--- src/rtl/cpu_operand_fetch.sv ---
// RISC-16 decode / operand-fetch stage.
// Scoreboarded RAW stalls, writeback bypass, registered issue to execute.
module cpu_operand_fetch #(
  parameter int REG_ADDR_WIDTH = 3,
  parameter int REG_DATA_WIDTH = 16,
  parameter int MAX_INFLIGHT   = 3
) (
  input  logic                                 clk_i,
  input  logic                                 rst_n_i,
  input  logic                                 instr_valid_i,
  input  logic [REG_DATA_WIDTH-1:0]            instr_i,
  input  logic [REG_DATA_WIDTH-1:0]            instr_pc_i,
  output logic                                 instr_ready_o,
  output logic [1:0][REG_ADDR_WIDTH-1:0]       rd_addr_o,
  input  logic [1:0][REG_DATA_WIDTH-1:0]       rd_data_i,
  input  logic                                 wb_wr_en_i,
  input  logic [REG_ADDR_WIDTH-1:0]            wb_reg_addr_i,
  input  logic [REG_DATA_WIDTH-1:0]            wb_wr_data_i,
  output logic                                 ex_valid_o,
  input  logic                                 ex_ready_i,
  output logic [2:0]                           ex_opcode_o,
  output logic [REG_ADDR_WIDTH-1:0]            ex_dst_o,
  output logic                                 ex_wr_en_o,
  output logic [REG_DATA_WIDTH-1:0]            ex_op_a_o,
  output logic [REG_DATA_WIDTH-1:0]            ex_op_b_o,
  output logic [REG_DATA_WIDTH-1:0]            ex_imm_o,
  output logic [REG_DATA_WIDTH-1:0]            ex_pc_o,
  output logic                                 hazard_o
);

  localparam int NREG = 1 << REG_ADDR_WIDTH;
  localparam int CW   = $clog2(MAX_INFLIGHT + 1);
  localparam logic [CW-1:0] C_ONE = CW'(1);
  localparam logic [CW-1:0] C_MAX = CW'(MAX_INFLIGHT);

  typedef logic [REG_ADDR_WIDTH-1:0] addr_t;
  typedef logic [REG_DATA_WIDTH-1:0] data_t;

  logic [2:0] w_op;
  addr_t      w_ra, w_rb, w_rc;
  logic       w_add, w_addi, w_nand, w_lui;
  logic       w_sw, w_lw, w_beq, w_jalr;
  logic [1:0] w_use;
  logic [1:0] w_byp;
  logic [1:0] w_haz;
  data_t      w_val [2];
  logic       w_writes, w_dst_mark, w_dst_full;
  addr_t      w_dst;
  data_t      w_imm;
  logic       w_accept;
  logic [NREG-1:0] w_inc, w_dec;

  logic [CW-1:0] r_sb [NREG];
  logic          r_valid;
  logic [2:0]    r_opcode;
  addr_t         r_dst;
  logic          r_wr_en;
  data_t         r_op_a, r_op_b, r_imm, r_pc;

  assign w_op = instr_i[15:13];
  assign w_ra = instr_i[12:10];
  assign w_rb = instr_i[9:7];
  assign w_rc = instr_i[2:0];

  assign w_add  = (w_op == 3'd0);
  assign w_addi = (w_op == 3'd1);
  assign w_nand = (w_op == 3'd2);
  assign w_lui  = (w_op == 3'd3);
  assign w_sw   = (w_op == 3'd4);
  assign w_lw   = (w_op == 3'd5);
  assign w_beq  = (w_op == 3'd6);
  assign w_jalr = (w_op == 3'd7);

  assign rd_addr_o[0] = w_rb;
  assign rd_addr_o[1] = (w_add || w_nand) ? w_rc : w_ra;

  assign w_use[0] = !w_lui;
  assign w_use[1] = w_add || w_nand || w_sw || w_beq;

  always_comb begin
    w_imm = '0;
    unique case (1'b1)
      w_addi, w_sw, w_lw, w_beq:
        w_imm = {{(REG_DATA_WIDTH-7){instr_i[6]}}, instr_i[6:0]};
      w_lui:
        w_imm = {instr_i[9:0], {(REG_DATA_WIDTH-10){1'b0}}};
      default:
        w_imm = '0;
    endcase
  end

  // A pending count of 1 retiring this cycle is the only bypassable case.
  always_comb begin
    for (int p = 0; p < 2; p++) begin
      w_byp[p] = wb_wr_en_i && (wb_reg_addr_i == rd_addr_o[p])
               && (r_sb[rd_addr_o[p]] == C_ONE);
      w_haz[p] = w_use[p] && (rd_addr_o[p] != '0) && !w_byp[p]
               && (r_sb[rd_addr_o[p]] != '0);
      if (rd_addr_o[p] == '0)
        w_val[p] = '0;
      else if (w_byp[p])
        w_val[p] = wb_wr_data_i;
      else
        w_val[p] = rd_data_i[p];
    end
  end

  assign w_writes   = w_add || w_addi || w_nand || w_lui || w_lw || w_jalr;
  assign w_dst_mark = w_writes && (w_ra != '0);
  assign w_dst      = w_dst_mark ? w_ra : '0;
  assign w_dst_full = w_dst_mark && (r_sb[w_ra] == C_MAX)
                    && !(wb_wr_en_i && (wb_reg_addr_i == w_ra));

  assign hazard_o      = w_haz[0] || w_haz[1] || w_dst_full;
  assign instr_ready_o = !hazard_o && (!r_valid || ex_ready_i);
  assign w_accept      = instr_valid_i && instr_ready_o;

  always_comb begin
    w_inc = '0;
    w_dec = '0;
    for (int r = 1; r < NREG; r++) begin
      w_inc[r] = w_accept && w_dst_mark && (w_ra == addr_t'(r));
      w_dec[r] = wb_wr_en_i && (wb_reg_addr_i == addr_t'(r));
    end
  end

  always_ff @(posedge clk_i or negedge rst_n_i) begin
    if (!rst_n_i) begin
      for (int r = 0; r < NREG; r++) r_sb[r] <= '0;
    end else begin
      for (int r = 0; r < NREG; r++) begin
        if (w_inc[r] && !w_dec[r])
          r_sb[r] <= r_sb[r] + C_ONE;
        else if (w_dec[r] && !w_inc[r] && r_sb[r] != '0)
          r_sb[r] <= r_sb[r] - C_ONE;
      end
    end
  end

  always_ff @(posedge clk_i or negedge rst_n_i) begin
    if (!rst_n_i) begin
      r_valid  <= 1'b0;
      r_opcode <= '0;
      r_dst    <= '0;
      r_wr_en  <= 1'b0;
      r_op_a   <= '0;
      r_op_b   <= '0;
      r_imm    <= '0;
      r_pc     <= '0;
    end else if (w_accept) begin
      r_valid  <= 1'b1;
      r_opcode <= w_op;
      r_dst    <= w_dst;
      r_wr_en  <= w_dst_mark;
      r_op_a   <= w_val[0];
      r_op_b   <= w_val[1];
      r_imm    <= w_imm;
      r_pc     <= instr_pc_i;
    end else if (ex_ready_i) begin
      r_valid  <= 1'b0;
    end
  end

  assign ex_valid_o  = r_valid;
  assign ex_opcode_o = r_opcode;
  assign ex_dst_o    = r_dst;
  assign ex_wr_en_o  = r_wr_en;
  assign ex_op_a_o   = r_op_a;
  assign ex_op_b_o   = r_op_b;
  assign ex_imm_o    = r_imm;
  assign ex_pc_o     = r_pc;

endmodule

--- config.mk ---
export PLATFORM = sky130hd
export DESIGN_NAME = cpu_operand_fetch
export DESIGN_NICKNAME = d
export VERILOG_FILES = /design/src/rtl/cpu_operand_fetch.sv
export SDC_FILE = /design/constraint.sdc
export NUM_CORES = 1
export LEC_CHECK = 0
export ABC_AREA = 1
export CORE_MARGIN = 3
export CORE_UTILIZATION = 40
export CTS_CLUSTER_SIZE = 14
export DETAILED_ROUTE_END_ITERATION = 16
export PLACE_DENSITY_LB_ADDON = 0.08
export SLEW_MARGIN = 0
export SYNTH_ARGS = -nofsm -noshare
export SYNTH_HDL_FRONTEND = slang
export SYNTH_SLANG_ARGS = --single-unit
--- constraint.sdc ---
create_clock -name clk_i -period 3.9 [get_ports clk_i]
set_clock_uncertainty 0.1 [all_clocks]
set_input_delay 0.585 -clock clk_i [delete_from_list [all_inputs] [get_ports clk_i]]
set_output_delay 0.585 -clock clk_i [all_outputs]
set_load 0.005 [all_outputs]
# [Word level (Yosys, flattened, before mapping)]
# Cells that the tools add are included.
[word_totals] elab_cells=201 regBits=86 inputBits=88 memories=0 ramBits=0 latchBits=0 romBits=0 output_inout_bits=80
[op_classes] n_mux=32 n_eq_ne=27 n_addsub=14 mul=0 order_cmp=3 shift=0 div=0 n_reduce_logical=107 n_bitwise=3
[op_table] cell="$mux 16" n=4
[op_table] cell="$logic_and 1x1->1" n=52
[op_table] cell="$mux 2" n=20
[op_table] cell="$eq 3x3->1 const B" n=12
[op_table] cell="$reduce_bool 2->1" n=17
[op_table] cell="$pmux 16 s2" n=1
[op_table] cell="$logic_not 1->1" n=20
[op_table] cell="$bmux 2 s3" n=3
[op_table] cell="$eq 3x2->1 const B" n=6
[op_table] cell="$add 2x1->2 const B" n=7
[op_table] cell="$sub 2x1->2 const B" n=7
[op_table] cell="$ge 4x4->1 const B" n=3
[op_table] cell="$not 3->4" n=3
[op_table] cell="$logic_or 1x1->1" n=11
[op_table] cell="$eq 3x1->1 const B" n=3
[op_table] cell="$eq 3x3->1" n=3
[op_table] cell="$logic_not 3->1" n=3
[op_table] cell="$reduce_bool 3->1" n=3
[op_table] cell="$mux 3" n=2
[op_table] cell="$eq 2x1->1 const B" n=2
[op_table] cell="$reduce_or 4->1" n=1
[op_table] cell="$eq 2x2->1 const B" n=1
[op_table] cell="$mux 1" n=2

# [Longest topological paths before layout]
# Gate-level depths: netlist of run 1.
[depth] ltp_word=24 ltp_mapped=18 ltp_nobuf=18

# [Worst setup path before layout of run 1]
# Ideal clock, no wire load.
[synth_timing] path_kind="input-to-output" from="input instr_i[12]" to="output instr_ready_o" setup_slack_ns=1.574 n_path_buf=1 required_time_ns=3.215 stages=12 arrival_ns=1.641 path_cell_list="buf_2 -> inv_1 -> nand2_1 -> nand2_1 -> inv_2 -> nand3_1 -> nand3_1 -> nand3_1 -> nand2_1 -> nand2_2 -> nand3_1 -> inv_1"
[synth_lines] element="start, declared" line_no="11" source="input logic [REG_DATA_WIDTH-1:0] instr_i,"
[synth_lines] element="end, declared" line_no="13" source="output logic instr_ready_o,"

# [Final worst setup path of run 1]
[layout_timing] from="input instr_i[13]" to="output instr_ready_o"
[layout_via] elab_chain_len=16 elab_cells_between_ends=42 classes_between="eq/ne (9); mux (4); bitwise (1); reduce/logical (28)"
[layout_lines] element="$eq 3x2->1 / $logic_not 3->1 (equally long branches)" line_no="67, 65"
[layout_lines] element="$logic_or 1x1->1" line_no="75, 78"
[layout_lines] element="$mux 3" line_no="75" source="assign rd_addr_o[1] = (w_add || w_nand) ? w_rc : w_ra;"
[layout_lines] element="$not 3->4 (implied by the code)" line_no="96, 98"
[layout_lines] element="$bmux 2 s3" line_no="96, 98"
[layout_lines] element="$mux 2 (implied by the code) (2 in series)" line_no="96, 98"
[layout_lines] element="$eq 2x1->1" line_no="96" source="&& (r_sb[rd_addr_o[p]] == C_ONE);"
[layout_lines] element="$logic_and 1x1->1" line_no="96"
[layout_lines] element="$logic_not 1->1" line_no="97" source="w_haz[p] = w_use[p] && (rd_addr_o[p] != '0) && !w_byp[p]"
[layout_lines] element="$logic_and 1x1->1" line_no="97"
[layout_lines] element="$logic_and 1x1->1" line_no="98" source="&& (r_sb[rd_addr_o[p]] != '0);"
[layout_lines] element="$logic_or 1x1->1" line_no="114" source="assign hazard_o = w_haz[0] || w_haz[1] || w_dst_full;"
[layout_lines] element="$logic_or 1x1->1 (*)" line_no="114"
[layout_lines] element="$logic_not 1->1 (*)" line_no="115" source="assign instr_ready_o = !hazard_o && (!r_valid || ex_ready_i);"
[layout_lines] element="$logic_and 1x1->1 (*)" line_no="115"
# Mark *: on every way between the ends. The rest lies on a longest branch, timed or not. The select of a mux whose other input is x is not followed.

==> metrics, run 1 <==
clock latency on the worst-skew pair=roughly 340 ps; worst hold-check path type=input port to asynchronous set/reset pin; final hold viol count=0; Clk Tree Root Cell=clkbuf_16; RR Endpoint=ex_imm_o[10]$_DFFE_PN0N_; sum of negative setup slack=0 ps; M1 GR Usage=0.330; most frequent cells in the layout=239 x nand2_1, 166 x clkdlybuf4s50_1, 86 x dfrtp_1; Port Buffer Count=167; Synth area leader=dfrtp_1; Site Rows=39; syn_nets=around 760; fin crit share=0.917; Syn-to-layout area delta=43.2%; Pwr per Cell Area=~530 mW/mm^2; DR vias/cell=5.30; post-route setup slack=between 300 and 400 ps; largest cells by area after synthesis=dfrtp_1 45%, nand2_1 19%, o21ai_0 6.3%; final count of negative-setup-slack endpoints=0; vias=5194; clock slew at reported path FFs=around 60 ps; Post-route DRC=0; number of global-route vias before repair=4979; Die Width=around 120 um; CP required=3210 ps; met3 usage=0.0376; Final Non-Filler Cells=a little under 1000; nets=920; count of cell types in the netlist=28; pre-CTS setup slack=~320 ps; num ports=168; fin. max-slew vios=0; Critical Path Sink Type=output pin; cts bufs inserted=9; Final min period=~3600 ps; R2R depth=14; synthesized area=between 0.004 and 0.005 mm^2; initial antenna violation count=0; grt total ovfl=0; register area=between 0.002 and 0.0025 mm^2; Worst R2R Start=r_sb[0]$_DFFE_PN0P_; core area=0.0116 mm^2; unrepaired setup endpoints after global routing=no; commonest non-fill, non-tap cell in the layout=nand2_1; DRT antenna net count=0; status=finished clean; CTS Sinks=86; Initial Util=0.415; GRT Util Overall=0.245; Worst-Margin Slew=about 820 ps; Multi-input gate area=around 0.0023 mm^2; Yosys top cell area share=0.446; sequential fraction of the synthesis area=0.446; Setup Buffers After CTS=0; maxcap violations=0; antenna cells=0; hpwl dp=between 10000 and 15000 um; first-pass GRT wire length=25900 um; Mean Syn Cell Area=between 7 and 8 um^2; Post-CTS Hold Buffers=0; largest net degree at the start of global routing=80; crit start category=input port; Total Power=about 3.7 mW; Ys Warns=0; Crit Path Category=input port to output pin; CTS tree=done; placed cell count=964; CTS H-tree depth=3; fillcell total=1092; DR WL/cell=about 17 um; area of the die=0.0134 mm^2; drt pass-1 iters=6; Routability Congestion=just under 1; Leakage Power=3.29 nW; Routed Wire Length=~17000 um; Arr. time, crit path=between 2000 and 3000 ps; worst relative slew slack=0.453; Fmax achieved=280 MHz; met2 usage=0.403; post_cts resized=0; deepest clock path buffer count=2; Critical Path Fanout Max=8; VDD IR max=0.326 mV; slack of the worst reg-to-reg path=~1600 ps; layout cells sized above 1=0.0633; gr busiest metal=met2; post-synthesis instance total=670; DIE HEIGHT=between 100 and 150 um; Yosys reg bits=86; initial detailed-routing violation count=between 500 and 600
==> report_power, final <==
group	internal, mW	switching [mW]
sequential	1.22	0.224
clock	0.466	0.365
combinational	0.805	0.598
==> cell families after synthesis <==
logic type,after synthesis,share of synthesized area
and+or+nand+nor,375,0.328
AOI/OAI and AO/OA,113,0.137
buffers and inverters,94,0.0848
DFF,86,0.446
xor gates and xnor gates,2,0.00363
==> worst max-delay path, cell delays in order <==
cell and delay [ps]:
clkdlybuf4s50_1 550, nor2_4 250, nand2_1 140, nand2_2 170, nand2_1 70, nand3_1 80, nand3_1 60, nand2_1 110
nand2_1 80, nand2_2 100, nand3_1 110, inv_1 80, clkdlybuf4s50_1 500
==> worst max path at each step <==
stage,startpoint,end,slack (ps)
3_3_place_gp,instr_i[13],instr_ready_o,330
5_1_grt,instr_i[13],instr_ready_o,130
3_5_place_dp,instr_i[13],instr_ready_o,320
6_report,instr_i[13],instr_ready_o,330
2_1_floorplan,instr_i[12],instr_ready_o,1570
4_1_cts,instr_i[13],instr_ready_o,310
==> sequential cells by signal, summed over array words and instances, names as in the netlist, 3 cells and up <==
register and cells:
ex_op_b_o 16, ex_imm_o 16, ex_pc_o 16, r_sb 14, ex_opcode_o 3, ex_op_a_o 16, ex_dst_o 3
==> Yosys cell counts <==
master	n
a21oi_1	8
buf_2	9
buf_4	6
buf_6	3
clkbuf_1	11
dfrtp_1	86
inv_1	57
inv_2	8
nand2_1	239
nand2_2	6
nand2_4	2
nand3_1	53
nand4_1	8
nand4_2	1
nand4_4	1
nor2_1	57
nor2_2	1
nor2_4	1
nor3_1	4
nor3_2	1
nor3_4	1
o211ai_1	3
o21a_1	3
o21ai_0	61
o21ai_1	5
o22ai_1	1
o31ai_1	32
xnor2_1	2
==> stage by stage <==
stage          instance area, um^2  hold slack [ps]   util
6_report                      6910              230  0.595
3_5_place_dp                  6620              364  0.570
3_3_place_gp                  6620              361  0.570
4_1_cts                       6910              258  0.595
2_1_floorplan                 4820              189      -
5_1_grt                       6910              294  0.595
==> routing by layer <==
metal  vias up  share of wire
li1       2497              -
met1      2454           0.43
met2       215           0.48
met3        28          0.072
met4         0          0.022
met5         -              0
==> cell type report <==
cell class	instances	area share
timing repair buffer	180	0.258
clock inverter	5	0.00489
multi-input combinational	490	0.328
sequential	86	0.312
inverter	65	0.0353
tap	143	0.0259
clock buffer	11	0.0366
(Power assumes the default switching activity.)
==> run 2: changes to the inputs <==
--- a/config.mk
+++ b/config.mk
@@ -6,10 +6,12 @@
 export NUM_CORES = 1
 export LEC_CHECK = 0
 export ABC_AREA = 1
+export CORE_ASPECT_RATIO = 2
 export CORE_MARGIN = 3
 export CORE_UTILIZATION = 40
 export CTS_CLUSTER_SIZE = 14
 export DETAILED_ROUTE_END_ITERATION = 16
+export DONT_BUFFER_PORTS = 1
 export PLACE_DENSITY_LB_ADDON = 0.08
 export SLEW_MARGIN = 0
 export SYNTH_ARGS = -nofsm -noshare
==> metrics, run 2 (same netlist as run 1, synthesis figures left out) <==
initial detailed-routing violation count=258 (-51%); DR vias/cell=5.52 (+4.2%); status=finished clean; layout cells sized above 1=0.0679 (+0.00455); slowest CP cell=nand4_4; Sw Share=0.363 (+0.0398); crit start category=input port; fin crit share=0.675 (-0.242); clock latency on the worst-skew pair=340 ps (about the same); Multi-input gate area=0.00227 mm^2 (unchanged); unrepaired setup endpoints after global routing=no; Routability Congestion=1.01 (+4.1%); Clk pwr share=0.280 (+0.054); final hold viol count=0 (unchanged); Critical Path Sink Type=flip-flop; CTS H-tree depth=3 (unchanged); nets=746 (-19%); Internal=1.92 mW (-23%); grt total ovfl=0 (unchanged); cts bufs inserted=9 (unchanged); Crit Path Category=input port to flip-flop; Initial Util=0.410 (-0.00556); fin. max-slew vios=0 (unchanged); Syn-to-layout area delta=8.07%; Pwr per Cell Area=578 mW/mm^2 (+8.7%); most frequent cells in the layout=239 x nand2_1, 86 x dfrtp_1, 61 x o21ai_0; hpwl dp=12500 um (+0.11%); routed wl met2=9000 um (+14%); RR Endpoint=r_sb[12]$_DFFE_PN0P_; Site Rows=56 (+44%); commonest non-fill, non-tap cell in the layout=nand2_1; Post-route DRC=0 (unchanged); slowest stage delay, CP=320 ps (-230 ps); Seq pwr share=0.512 (+0.120); core area=0.0118 mm^2 (+1.4%); sum of negative setup slack=0 ps (unchanged); area of the die=0.0135 mm^2 (+0.60%); CP dominant cell by count=nand2_1; register area=0.00215 mm^2 (unchanged); Critical Path Fanout Max=23 (+15); DRT antenna net count=0 (unchanged); Leakage Power=2.62 nW (-20%); met3 wire len=1200 um (+0.67%); worst hold-check path type=input port to asynchronous set/reset pin; DIE HEIGHT=161 um (+39%); slack of the worst reg-to-reg path=1280 ps (-280 ps); Routed Wire Length=16100 um (-2.8%); Sw Pwr=1.09 mW (-7.8%); worst relative slew slack=0.595 (+0.142); Arr. time, crit path=2760 ps (-130 ps); WL met1=5130 um (-27%); Gate power share=0.208 (-0.174); Post-DP Area=0.00489 mm^2 (-26%); first-pass GRT wire length=24900 um (-3.7%); deepest clock path buffer count=2 (unchanged); post-route cell area=0.00521 mm^2 (-25%); Port Buffer Count=0 (-100%); Worst-Margin Slew=606 ps (-215 ps); DR WL/cell=19.9 um (+18%); vias=4464 (-14%); initial antenna violation count=0 (unchanged); top routing layer used=met4; final count of negative-setup-slack endpoints=0 (unchanged); Total Power=3.02 mW (-18%); Final min period=2630 ps (-942 ps); crit-path cells=nor2_4, nand2_1, nand2_4, nor2_1, nor2_1, nand2_1, nand3_1, nand2_1, nand2_2, nand4_4, nor2_2, buf_4, nand2_1, nand2_1, nand2_1, nand2_1, nand2_1; largest net degree at the start of global routing=90 (+13%); VDD IR max=0.259 mV (-20%); num ports=168 (unchanged); antenna cells=0 (unchanged); Fmax achieved=380 MHz (+36%); GRT Util Overall=0.236 (-0.00917); Die Width=83.7 um (-28%); R2R depth=17 (+3); CP required=4030 ps (+820 ps); post_cts resized=0 (unchanged); drt pass-1 iters=4 (-2); fillcell total=1267 (+16%); number of global-route vias before repair=4551 (-8.6%); CTS Sinks=86 (unchanged); Worst R2R Start=r_sb[0]$_DFFE_PN0P_; Clk Tree Root Cell=clkbuf_16; clock slew at reported path FFs=70 ps (about the same); maxcap violations=0 (unchanged); CTS tree=done
==> run 2: cell count changes in the layout (fill, tap and decap cells not counted) <==
cell / previous run / this run
clkbuf_8: 2 / 1
clkdlybuf4s50_1: 166 / 0
clkinvlp_4: 2 / 1
inv_8: 0 / 1
clkinv_4: 1 / 2
buf_4: 13 / 4
inv_6: 0 / 2
clkinv_2: 2 / 0
buf_16: 0 / 1
==> run 2: area by class of cell <==
type                    count  area share
flip-flops and latches     86       0.413
multi-input cells         490       0.435
well taps                 145      0.0348
clock buffers              10      0.0458
repair buffers              6      0.0149
inverters                  65      0.0468
clock inverters             6      0.0103
==> run 2: critical path, delay by kind of cell <==
| kind | cells | cell delay, ps |
|---|---|---|
| simple gates | 16 | 1890 |
| buf+inv | 1 | 260 |
==> run 2: how the worst max path moves through the flow <==
| stage | startpoint | endpoint | slack [ps] | depth (start not counted) |
|---|---|---|---|---|
| 5_1_grt | instr_i[13] | r_sb[0]$_DFFE_PN0P_ | 930 | 17 |
| 2_1_floorplan | instr_i[12] | instr_ready_o | 1570 | 12 |
| 3_3_place_gp | instr_i[13] | r_sb[0]$_DFFE_PN0P_ | 910 | 17 |
| 4_1_cts | instr_i[13] | r_sb[10]$_DFFE_PN0P_ | 1230 | 17 |
| 3_5_place_dp | instr_i[13] | r_sb[10]$_DFFE_PN0P_ | 870 | 17 |
| 6_report | instr_i[13] | r_sb[12]$_DFFE_PN0P_ | 1270 | 17 |
==> run 2: timing repair <==
action	CTS	global route
hold buffers	1	0
setup endpoints to repair	0	0
setup buffers	0	0
endpoints found under the hold margin	86	0
==> run 2: metal layers <==
layer,track usage,up-vias
li1,-,2145
met1,0.216,2114
met2,0.458,169
met3,0.0755,36
met4,0.109,0
met5,0,-
==> run 2: stage by stage <==
step                 util  std cells  hold WS [ps]  worst slack [ps]
floorplan               -        670           189              1570
CTS                 0.443        808          66.5              1230
global placement    0.416        791           191               912
finish              0.443        808          47.7              1270
global route        0.443        808          81.5               926
detailed placement  0.416        791           192               875
==> run 2: power groups by stage <==
stage	Combinational, mW	Clock, mW	Sequential, mW
after floorplan	0.509	0	1.44
after global placement	0.599	0	1.56
after detailed placement	0.611	0	1.57
after CTS	0.636	0.869	1.55
after global routing	0.736	0.902	1.58
final	0.626	0.844	1.54
==> patch (config.mk and constraints of run 1) <==
Reset style: synchronous (`rst_n_i`), changed in 2 clocked blocks.
--- a/src/rtl/cpu_operand_fetch.sv
+++ b/src/rtl/cpu_operand_fetch.sv
@@ -124,7 +124,7 @@
     end
   end
 
-  always_ff @(posedge clk_i or negedge rst_n_i) begin
+  always_ff @(posedge clk_i) begin
     if (!rst_n_i) begin
       for (int r = 0; r < NREG; r++) r_sb[r] <= '0;
     end else begin
@@ -137,7 +137,7 @@
     end
   end
 
-  always_ff @(posedge clk_i or negedge rst_n_i) begin
+  always_ff @(posedge clk_i) begin
     if (!rst_n_i) begin
       r_valid  <= 1'b0;
       r_opcode <= '0;
Formal check against the unedited RTL: differs if rst_n_i is asserted again (counterexample within 4 cycles, from zero or initial values and one cycle with rst_n_i low); with rst_n_i held inactive, the same outputs for 4 cycles.
==> patch against run 1 <==
- wire length is 5.3% lower
- highest routed layer unchanged
- via count shrank 0.46%
- worst setup slack got worse by 0.047 ns
- core utilization decreased by 0.21 points
- sequential cell count unchanged
- sequential share of layout area down 3.9 points
- area after synthesis is 1.4% lower
- final area decreased by 1.2%
Power is not compared: it rests on default switching activity, and its combinational part moved more than twofold at a synthesized area within 25%.
==> patch: results (changes against run 1) <==
status=completed; met3 wire length=935 um (-22%); vias in the first global route=4,884 (-1.9%); HPWL Detailed=11,900 um (-4.6%); clock-pin slew on the worst setup and hold paths=0.06 ns (about the same); Placed Cells=986 (+2.3%); register area share after synthesis=0.391 (-0.0548); synthesized instance count=698 (+4.2%); Hold Path Cell Cnt=2; Fin Hold WS=0.364 ns (+0.134 ns); Detailed Route Iter0 Violations=487 (-7.6%); Synth area leaders=dfxtp_1 30%, nand2_1 15%, edfxtp_1 8.8%; asr flop ratio synth=0 (-1.00); flop2flop setup slack=1.28 ns (-0.28 ns); fin cells=1,002 (+2.2%); IO buf count=167 (unchanged); Max IR drop VDD=0.000193 V; worst reg2reg path startpoint=r_sb[2][1]; largest net degree at the start of global routing=57 (-29%); GP Congestion=0.956 (-1.8%); crit-path max FO=7 (-1); final net count=943 (+2.5%); most instantiated cells after synthesis=196 x nand2_1, 73 x a21oi_1, 72 x dfxtp_1, 64 x nand3_1, 61 x nor2_1; area share of the largest cell type after synthesis=0.303 (-0.143); Hold Crit Class=reg -> reg; GRT overflow=0 (unchanged); WL met2=7100 um (-10%); M1 WL=7020 um (-0.26%); final wirelength=15,600 um (-5.3%); Worst R2R Path Depth=15 (+1); # fillers=1,099 (+0.64%); Detailed Routing Iterations Pass 1=5 (-1); Synth cell types=35 (+25%); number of enable flip-flop cells after synthesis=14 (+14); first-pass GRT wire length=24,600 um (-5.0%); Antenna diodes=0 (unchanged); Via Count=5,170 (-0.46%); maximum single-stage delay on the critical path=0.58 ns (+0.03 ns); fraction of layout cells with a size suffix above 1=0.0803 (+0.0170); deepest clock path buffer count=2 (unchanged); Syn Nets=787 (+3.8%); worst-margin pin slew=0.609 ns (-0.211 ns); top_reg_cell synth=dfxtp_1; RR Endpoint=r_sb[1][0]; Arrival @ worst endpoint=2.94 ns (+0.05 ns); synth warn=0 (unchanged); Tot GR Track Use=0.235 (-0.0101)
[patch: how the worst max path moves through the flow]
stage | from | end
floorplan | instr_i[8] | r_sb[1][0]
global placement | instr_i[15] | instr_ready_o
detailed placement | instr_i[7] | instr_ready_o
CTS | instr_i[15] | instr_ready_o
global route | instr_i[15] | instr_ready_o
finish | instr_i[15] | instr_ready_o
[patch: final cells by class]
cell class                 instances  area share
timing repair buffer             185       0.267
clock inverter                     4     0.00422
inverter                          66      0.0363
clock buffer                      12      0.0376
tap                              143      0.0262
sequential                        86       0.273
multi-input combinational        506       0.356
[patch: through the flow]
| stage | utilization | instance area (sq um) | worst slack [ns] |
|---|---|---|---|
| detailed placement | 0.568 | 6540 | 0.301 |
| floorplan | - | 4760 | 1.29 |
| global route | 0.593 | 6820 | 0.0513 |
| finish | 0.593 | 6820 | 0.279 |
| global placement | 0.568 | 6540 | 0.260 |
| CTS | 0.593 | 6820 | 0.296 |
[patch: logic make-up after synthesis]
| family | count (synthesis) | synth area share |
|---|---|---|
| flops | 86 | 0.391 |
| fa+ha+maj | 1 | 0.00263 |
| mux | 10 | 0.0231 |
| buf+inv | 106 | 0.0978 |
| compound gates | 133 | 0.154 |
| simple gates | 359 | 0.326 |
| xor+xnor | 3 | 0.00552 |
[patch: layer usage]
| metal | GRT usage | up-vias |
|---|---|---|
| met4 | 0.109 | 0 |
| li1 | - | 2616 |
| met1 | 0.312 | 2325 |
| met3 | 0.0368 | 34 |
| met2 | 0.377 | 195 |
| met5 | 0 | - |
[patch: report_power, final]
group | internal, mW | switching (mW) | leakage, nW
sequential | 0.967 | 0.0410 | 0.730
clock | 0.469 | 0.359 | 0.143
combinational | 0.287 | 0.282 | 1.93
[patch: worst max-delay path, delay by kind of cell]
kind          cells  cell delay (ns)
simple gates      9             1.06
buf+inv           5             1.30
